[src/rtl/id_ex_reg_pkg.sv]
// pipe_pkg: shared definitions for the RV32I pipeline registers.
//   XLEN, REG_ADDR_W, ALU_CTRL_W : datapath, register-index and aluControl widths
//   ctrl_word                    : decode control bundle carried down the pipe
//   CTRL_BUBBLE                  : all-zero control word (aluControl 0 = ADD)
//   squash()                     : strips the side-effecting controls from a word
package pipe_pkg;

  localparam int unsigned XLEN       = 32;
  localparam int unsigned REG_ADDR_W = 5;
  localparam int unsigned ALU_CTRL_W = 3;

  typedef struct packed {
    logic                  regWrite;
    logic                  resultSrc;
    logic                  memWrite;
    logic                  branch;
    logic                  aluSrc;
    logic [ALU_CTRL_W-1:0] aluControl;
    logic [2:0]            funct3;
  } ctrl_word;

  localparam ctrl_word CTRL_BUBBLE = '0;

  // A bubble must never write the register file or memory and never branch;
  // the other control fields are harmless and pass through.
  function automatic ctrl_word squash(input ctrl_word c);
    ctrl_word r;
    r          = c;
    r.regWrite = 1'b0;
    r.memWrite = 1'b0;
    r.branch   = 1'b0;
    return r;
  endfunction

endpackage

[src/rtl/id_ex_reg_if.sv]
// id_ex_reg_if: decode-side (D) and execute-side (E) signals of the ID/EX register.
//   modport master : drives the D side, observes the E side (decode stage / bench)
//   modport slave  : consumes the D side, drives the E side (the pipeline register)
interface id_ex_reg_if;
  import pipe_pkg::*;

  logic                  validD, regWriteD, resultSrcD, memWriteD, branchD, aluSrcD;
  logic [ALU_CTRL_W-1:0] aluControlD;
  logic [2:0]            funct3D;
  logic [XLEN-1:0]       pcD, pcPlus4D, rd1D, rd2D, immExtD;
  logic [REG_ADDR_W-1:0] rs1D, rs2D, rdD;

  logic                  validE, regWriteE, resultSrcE, memWriteE, branchE, aluSrcE;
  logic [ALU_CTRL_W-1:0] aluControlE;
  logic [2:0]            funct3E;
  logic [XLEN-1:0]       pcE, pcPlus4E, rd1E, rd2E, immExtE;
  logic [REG_ADDR_W-1:0] rs1E, rs2E, rdE;

  modport master (
    output validD, regWriteD, resultSrcD, memWriteD, branchD, aluSrcD,
           aluControlD, funct3D, pcD, pcPlus4D, rd1D, rd2D, immExtD, rs1D, rs2D, rdD,
    input  validE, regWriteE, resultSrcE, memWriteE, branchE, aluSrcE,
           aluControlE, funct3E, pcE, pcPlus4E, rd1E, rd2E, immExtE, rs1E, rs2E, rdE
  );

  modport slave (
    input  validD, regWriteD, resultSrcD, memWriteD, branchD, aluSrcD,
           aluControlD, funct3D, pcD, pcPlus4D, rd1D, rd2D, immExtD, rs1D, rs2D, rdD,
    output validE, regWriteE, resultSrcE, memWriteE, branchE, aluSrcE,
           aluControlE, funct3E, pcE, pcPlus4E, rd1E, rd2E, immExtE, rs1E, rs2E, rdE
  );

endinterface

[src/rtl/id_ex_reg_pipe_reg_en_clr.sv]
// pipe_reg_en_clr: generic WIDTH-bit pipeline register, reused by ID/EX, EX/MEM, MEM/WB.
//   clk : rising-edge clock
//   rst : synchronous active-high reset (q <= 0)
//   clr : synchronous clear (q <= 0), below rst
//   en  : load d, below clr; otherwise q holds
//   d/q : data in / registered data out
module pipe_reg_en_clr #(
  parameter int unsigned WIDTH = 1
) (
  input  logic             clk,
  input  logic             rst,
  input  logic             en,
  input  logic             clr,
  input  logic [WIDTH-1:0] d,
  output logic [WIDTH-1:0] q
);

  always_ff @(posedge clk) begin
    if (rst || clr) q <= '0;
    else if (en)    q <= d;
  end

endmodule

[src/rtl/id_ex_reg.sv]
// id_ex_reg: ID/EX pipeline register of the RV32I 5-stage core.
//   clk    : rising-edge clock
//   rst    : synchronous active-high reset, all outputs 0
//   stallE : hold every E output
//   flushE : load a bubble (all zeros); beats stallE
//   bus    : id_ex_reg_if.slave, D-side inputs and registered E-side outputs
//   bubbleCntE : 32-bit count of bubbles loaded, only when ID_EX_BUBBLE_CNT_EN is defined
// A load with validD=0 keeps the data fields but clears regWrite/memWrite/branch/valid.
module id_ex_reg
  import pipe_pkg::*;
(
  input  logic        clk,
  input  logic        rst,
  input  logic        stallE,
  input  logic        flushE,
  id_ex_reg_if.slave  bus
`ifdef ID_EX_BUBBLE_CNT_EN
  ,
  output logic [31:0] bubbleCntE
`endif
);

  localparam int unsigned CTRL_W = $bits(ctrl_word) + 1;
  localparam int unsigned DATA_W = 5 * XLEN + 3 * REG_ADDR_W;

  ctrl_word            ctrl_in, ctrl_d, ctrl_e;
  logic                valid_e;
  logic [CTRL_W-1:0]   ctrl_q;
  logic [DATA_W-1:0]   data_q;

  always_comb begin
    ctrl_in = '{regWrite:   bus.regWriteD,
                resultSrc:  bus.resultSrcD,
                memWrite:   bus.memWriteD,
                branch:     bus.branchD,
                aluSrc:     bus.aluSrcD,
                aluControl: bus.aluControlD,
                funct3:     bus.funct3D};
    ctrl_d  = bus.validD ? ctrl_in : squash(ctrl_in);
  end

  pipe_reg_en_clr #(.WIDTH(CTRL_W)) u_ctrl (
    .clk (clk),
    .rst (rst),
    .en  (!stallE),
    .clr (flushE),
    .d   ({bus.validD, ctrl_d}),
    .q   (ctrl_q)
  );

  pipe_reg_en_clr #(.WIDTH(DATA_W)) u_data (
    .clk (clk),
    .rst (rst),
    .en  (!stallE),
    .clr (flushE),
    .d   ({bus.pcD, bus.pcPlus4D, bus.rd1D, bus.rd2D, bus.immExtD,
           bus.rs1D, bus.rs2D, bus.rdD}),
    .q   (data_q)
  );

  assign {valid_e, ctrl_e} = ctrl_q;

  assign bus.validE      = valid_e;
  assign bus.regWriteE   = ctrl_e.regWrite;
  assign bus.resultSrcE  = ctrl_e.resultSrc;
  assign bus.memWriteE   = ctrl_e.memWrite;
  assign bus.branchE     = ctrl_e.branch;
  assign bus.aluSrcE     = ctrl_e.aluSrc;
  assign bus.aluControlE = ctrl_e.aluControl;
  assign bus.funct3E     = ctrl_e.funct3;

  assign {bus.pcE, bus.pcPlus4E, bus.rd1E, bus.rd2E, bus.immExtE,
          bus.rs1E, bus.rs2E, bus.rdE} = data_q;

`ifdef ID_EX_BUBBLE_CNT_EN
  // A bubble enters on a flush (even during stall) or on an unstalled invalid load.
  logic bubble_load;
  assign bubble_load = flushE || (!stallE && !bus.validD);

  always_ff @(posedge clk) begin
    if (rst)              bubbleCntE <= '0;
    else if (bubble_load) bubbleCntE <= bubbleCntE + 32'd1;
  end
`endif

endmodule

[src/flat_wrapper.sv]
// flat-port wrapper written by rule: the top's interface ports become plain ports
module id_ex_reg_flat import pipe_pkg::*;
  (clk, rst, stallE, flushE, bus_validD, bus_regWriteD, bus_resultSrcD, bus_memWriteD, bus_branchD, bus_aluSrcD, bus_aluControlD, bus_funct3D, bus_pcD, bus_pcPlus4D, bus_rd1D, bus_rd2D, bus_immExtD, bus_rs1D, bus_rs2D, bus_rdD, bus_validE, bus_regWriteE, bus_resultSrcE, bus_memWriteE, bus_branchE, bus_aluSrcE, bus_aluControlE, bus_funct3E, bus_pcE, bus_pcPlus4E, bus_rd1E, bus_rd2E, bus_immExtE, bus_rs1E, bus_rs2E, bus_rdE);
  id_ex_reg_if bus_i ();
  input  logic clk;
  input  logic rst;
  input  logic stallE;
  input  logic flushE;
  input wire logic [$bits(bus_i.validD)-1:0] bus_validD;
  input wire logic [$bits(bus_i.regWriteD)-1:0] bus_regWriteD;
  input wire logic [$bits(bus_i.resultSrcD)-1:0] bus_resultSrcD;
  input wire logic [$bits(bus_i.memWriteD)-1:0] bus_memWriteD;
  input wire logic [$bits(bus_i.branchD)-1:0] bus_branchD;
  input wire logic [$bits(bus_i.aluSrcD)-1:0] bus_aluSrcD;
  input wire logic [$bits(bus_i.aluControlD)-1:0] bus_aluControlD;
  input wire logic [$bits(bus_i.funct3D)-1:0] bus_funct3D;
  input wire logic [$bits(bus_i.pcD)-1:0] bus_pcD;
  input wire logic [$bits(bus_i.pcPlus4D)-1:0] bus_pcPlus4D;
  input wire logic [$bits(bus_i.rd1D)-1:0] bus_rd1D;
  input wire logic [$bits(bus_i.rd2D)-1:0] bus_rd2D;
  input wire logic [$bits(bus_i.immExtD)-1:0] bus_immExtD;
  input wire logic [$bits(bus_i.rs1D)-1:0] bus_rs1D;
  input wire logic [$bits(bus_i.rs2D)-1:0] bus_rs2D;
  input wire logic [$bits(bus_i.rdD)-1:0] bus_rdD;
  output wire logic [$bits(bus_i.validE)-1:0] bus_validE;
  output wire logic [$bits(bus_i.regWriteE)-1:0] bus_regWriteE;
  output wire logic [$bits(bus_i.resultSrcE)-1:0] bus_resultSrcE;
  output wire logic [$bits(bus_i.memWriteE)-1:0] bus_memWriteE;
  output wire logic [$bits(bus_i.branchE)-1:0] bus_branchE;
  output wire logic [$bits(bus_i.aluSrcE)-1:0] bus_aluSrcE;
  output wire logic [$bits(bus_i.aluControlE)-1:0] bus_aluControlE;
  output wire logic [$bits(bus_i.funct3E)-1:0] bus_funct3E;
  output wire logic [$bits(bus_i.pcE)-1:0] bus_pcE;
  output wire logic [$bits(bus_i.pcPlus4E)-1:0] bus_pcPlus4E;
  output wire logic [$bits(bus_i.rd1E)-1:0] bus_rd1E;
  output wire logic [$bits(bus_i.rd2E)-1:0] bus_rd2E;
  output wire logic [$bits(bus_i.immExtE)-1:0] bus_immExtE;
  output wire logic [$bits(bus_i.rs1E)-1:0] bus_rs1E;
  output wire logic [$bits(bus_i.rs2E)-1:0] bus_rs2E;
  output wire logic [$bits(bus_i.rdE)-1:0] bus_rdE;
  assign bus_i.validD = bus_validD;
  assign bus_i.regWriteD = bus_regWriteD;
  assign bus_i.resultSrcD = bus_resultSrcD;
  assign bus_i.memWriteD = bus_memWriteD;
  assign bus_i.branchD = bus_branchD;
  assign bus_i.aluSrcD = bus_aluSrcD;
  assign bus_i.aluControlD = bus_aluControlD;
  assign bus_i.funct3D = bus_funct3D;
  assign bus_i.pcD = bus_pcD;
  assign bus_i.pcPlus4D = bus_pcPlus4D;
  assign bus_i.rd1D = bus_rd1D;
  assign bus_i.rd2D = bus_rd2D;
  assign bus_i.immExtD = bus_immExtD;
  assign bus_i.rs1D = bus_rs1D;
  assign bus_i.rs2D = bus_rs2D;
  assign bus_i.rdD = bus_rdD;
  assign bus_validE = bus_i.validE;
  assign bus_regWriteE = bus_i.regWriteE;
  assign bus_resultSrcE = bus_i.resultSrcE;
  assign bus_memWriteE = bus_i.memWriteE;
  assign bus_branchE = bus_i.branchE;
  assign bus_aluSrcE = bus_i.aluSrcE;
  assign bus_aluControlE = bus_i.aluControlE;
  assign bus_funct3E = bus_i.funct3E;
  assign bus_pcE = bus_i.pcE;
  assign bus_pcPlus4E = bus_i.pcPlus4E;
  assign bus_rd1E = bus_i.rd1E;
  assign bus_rd2E = bus_i.rd2E;
  assign bus_immExtE = bus_i.immExtE;
  assign bus_rs1E = bus_i.rs1E;
  assign bus_rs2E = bus_i.rs2E;
  assign bus_rdE = bus_i.rdE;
  id_ex_reg u_core (.clk(clk), .rst(rst), .stallE(stallE), .flushE(flushE), .bus(bus_i));
endmodule
[config.mk]
export PLATFORM = sky130hd
export DESIGN_NAME = id_ex_reg_flat
export DESIGN_NICKNAME = d
export VERILOG_FILES = /design/src/rtl/id_ex_reg_pkg.sv /design/src/rtl/id_ex_reg_if.sv /design/src/rtl/id_ex_reg_pipe_reg_en_clr.sv /design/src/rtl/id_ex_reg.sv /design/src/flat_wrapper.sv
export SDC_FILE = /design/constraint.sdc
export NUM_CORES = 1
export LEC_CHECK = 0
export CAP_MARGIN = 20
export CORE_MARGIN = 10
export CORE_UTILIZATION = 25
export CTS_CLUSTER_DIAMETER = 30
export DETAILED_ROUTE_END_ITERATION = 8
export SETUP_SLACK_MARGIN = 0.15
export SLEW_MARGIN = 15
export SYNTH_ARGS = -nofsm -noshare
export SYNTH_HDL_FRONTEND = slang
export SYNTH_SLANG_ARGS = --single-unit
[constraint.sdc]
create_clock -name clk -period 1.3 [get_ports clk]
set_input_delay 0.26 -clock clk [delete_from_list [all_inputs] [get_ports clk]]
set_output_delay 0.26 -clock clk [all_outputs]
set_load 0.02 [all_outputs]
==> metrics.md <==
| Metric | Value |
|---|---|
| GRT Residual Overflow | `0` |
| Leading area contributor after synthesis | `dfxtp_1` |
| Top delay family on crit path | `flip-flops` |
| RSZ-0062 raised after global routing | `true` |
| Cts bufs inserted | `17` |
| Clk_lat worst skew | `420 ps` |
| Core ar. | `26100 um^2` |
| Routability cong. | `0.716` |
| Crit-path max FO | `2` |
| Mapped Cells | `607` |
| Share of cells above drive strength 1 | `43.4%` |
| Worst Max-Slew Pin Slew | `316 ps` |
| Total track usage | `between 10% and 20%` |
| Synth-to-Final Area Change | `79.8%` |
| Pin count of the biggest net entering global routing | `63` |
| Tcrit/Tclk final | `90.8%` |
| Hpwl dp | `about 18000 um` |
| Crit path cell chain | `buf_6` |
| Post-route DRC | `0` |
| Most common cell after layout, fill and taps aside | `clkdlybuf4s50_1` |
| Final WS setup | `119 ps` |
| Crit Path Category | `flop to output pin` |
| Drt pass-1 iters | `4` |
| Die Y | `183 um` |
| Vias in the first global route | `5912` |
| VDD IR max | `656 uV` |
| Post-synthesis cell type count | `11` |
| Hold WC Path Type | `input pin to flop` |
| Final ANT Viol Nets | `0` |
| Post-Layout Cell Count | `1342` |
| Die W | `183 um` |
| Slowest CP cell | `dfxtp_2` |
| Initial DRC Count | `194` |
| Final setup viols | `0` |
| Final hold violations | `0` |
| Crit path arrival time | `920 ps` |
| Die area | `33500 um^2` |
| Initial antenna violation count | `1` |
| Synthesized cell area | `6660 um^2` |
| Yosys warnings | `0` |
| Syn Area/Cell | `11.0 um^2` |
| Fin nets | `1184` |
| CTS tree | `built` |
| Io pins | `378` |
| Most frequent cells in the layout | `clkdlybuf4s50_1, buf_6, dfxtp_2` |
| H-tree levels | `4` |
| First-pass GRT wire length | `about 35000 um` |
| Synth top area cells | `dfxtp_1, mux2i_1, nor2_1` |
| PortBufs | `377` |
| Via Count | `5638` |
| CTS Root Buffer Type | `clkbuf_16` |
| Power Density | `1100 nW/um^2` |
| Status | `completed` |
| Critical Path RT | `between 1000 and 1500 ps` |
| Final wirelength | `23600 um` |
| Share of the synthesized area in the top cell type | `a little under three fifths` |
| Pleak | `about 5.3 nW` |
| CP Capture Type | `output pin` |
| Slew headroom | `79.0%` |
| Clock-pin slew on the worst setup and hold paths | `80 ps` |
| TritonCTS Sinks | `between 150 and 200` |
| Cell row count | `59` |
| Clock buffer depth | `2` |
| Starting density of the core | `25.5%` |
| Vias/cell | `4.20` |
| Sequential share of the synthesized area | `56.3%` |
| Drt wl/cell | `17.6 um` |
| Clock Skew | `0 ps` |
| Worst Setup Start Kind | `flop` |
| Mapped Nets | `798` |
| WP buf/inv | `1` |
| Slew Viols, Final | `0` |
| Crit path time final | `between 1000 and 1500 ps` |
| Setup WS pre-CTS | `-194 ps` |
| Worst path max stage delay | `between 300 and 400 ps` |
| Max_cap viols | `0` |
| Flops & latches, synth | `roughly 190` |
| Inst Count DP | `1300` |
| FMAX | `847 MHz` |
[flip-flops by register name, indices dropped and copies added (netlist names)]
| signal | cells |
|---|---|
| u_core.u_data.q | 175 |
| u_core.u_ctrl.q | 12 |
[power by group]
group	internal [mW]	total [mW]	switching (mW)	leakage, nW
Clock	2.52	4.97	2.45	0.248
Sequential	5.95	6.08	0.132	1.61
Combinational	1.23	2.06	0.829	3.46
[final cells by class]
class                      instances  area, um^2
antenna                            1        2.50
clock buffer                      20         437
clock inverter                    12         113
fill                            2493       14200
multi-input combinational        378        2590
sequential                       187        3980
tap                              335         419
timing repair buffer             409        4420
[path summary, 6_finish.rpt]
path | from | endpoint | slack [ps] | cells past startpoint
max reg2reg | u_core.u_data.q[5]$_SDFFE_PP0N_ | u_core.u_data.q[5]$_SDFFE_PP0N_ | 530 | 3
min reg2reg | u_core.u_ctrl.q[8]$_SDFFE_PP0N_ | u_core.u_ctrl.q[8]$_SDFFE_PP0N_ | 470 | 2
min | stallE | u_core.u_data.q[115]$_SDFFE_PP0N_ | 270 | 3
max | u_core.u_ctrl.q[1]$_SDFFE_PP0N_ | bus_funct3E[1] | 120 | 1
[what timing repair did]
| item | 4_1_cts | 5_1_grt |
|---|---|---|
| endpoints found under the setup margin | 187 | 187 |
| resized for setup | 1088 | 235 |
| hold buffers | 0 | 0 |
| setup buffers | 6 | 3 |
[through the flow]
stage / instance area, um^2 / utilization (%) / total power [mW] / setup TNS [ps] / hold WS [ps]
final: 12000 / 45.8 / 13.1 / 0 / 273
after global routing: 12000 / 45.8 / 13.7 / 0 / 261
after CTS: 11400 / 43.5 / 13.2 / 0 / 261
after detailed placement: 10900 / 41.6 / 8.17 / -27030 / 458
after global placement: 10900 / 41.6 / 8.15 / -25180 / 455
after floorplan: 6660 / - / 7.02 / 0 / 404
[cells in the mapped netlist]
master,count
buf_4,13
buf_6,14
or2_1,1
buf_2,10
clkbuf_1,5
mux2i_1,184
nor2_1,184
nand3b_1,3
a21oi_1,3
dfxtp_1,187
nand2_1,3
[layer usage]
metal	vias up	wire length (um)	GRT usage [%]
met2	247	11100	21.9
met5	-	0	0
met4	0	141	2.66
met1	2602	9320	14.6
met3	7	3000	7.96
li1	2782	-	-
[cell families after synthesis]
logic type / share of synthesized area (%)
DFF: 56.3
AOI/OAI and AO/OA: 0.226
buffers and inverters: 4.87
muxes: 27.7
and+or+nand+nor: 11.0
[worst register-to-register path, stage by stage (launching register included)]
cell and delay [ps]:
dfxtp_2 340, buf_4 130, mux2i_1 150, nor2_1 50
No activity file was read; power rests on OpenSTA's default activity.
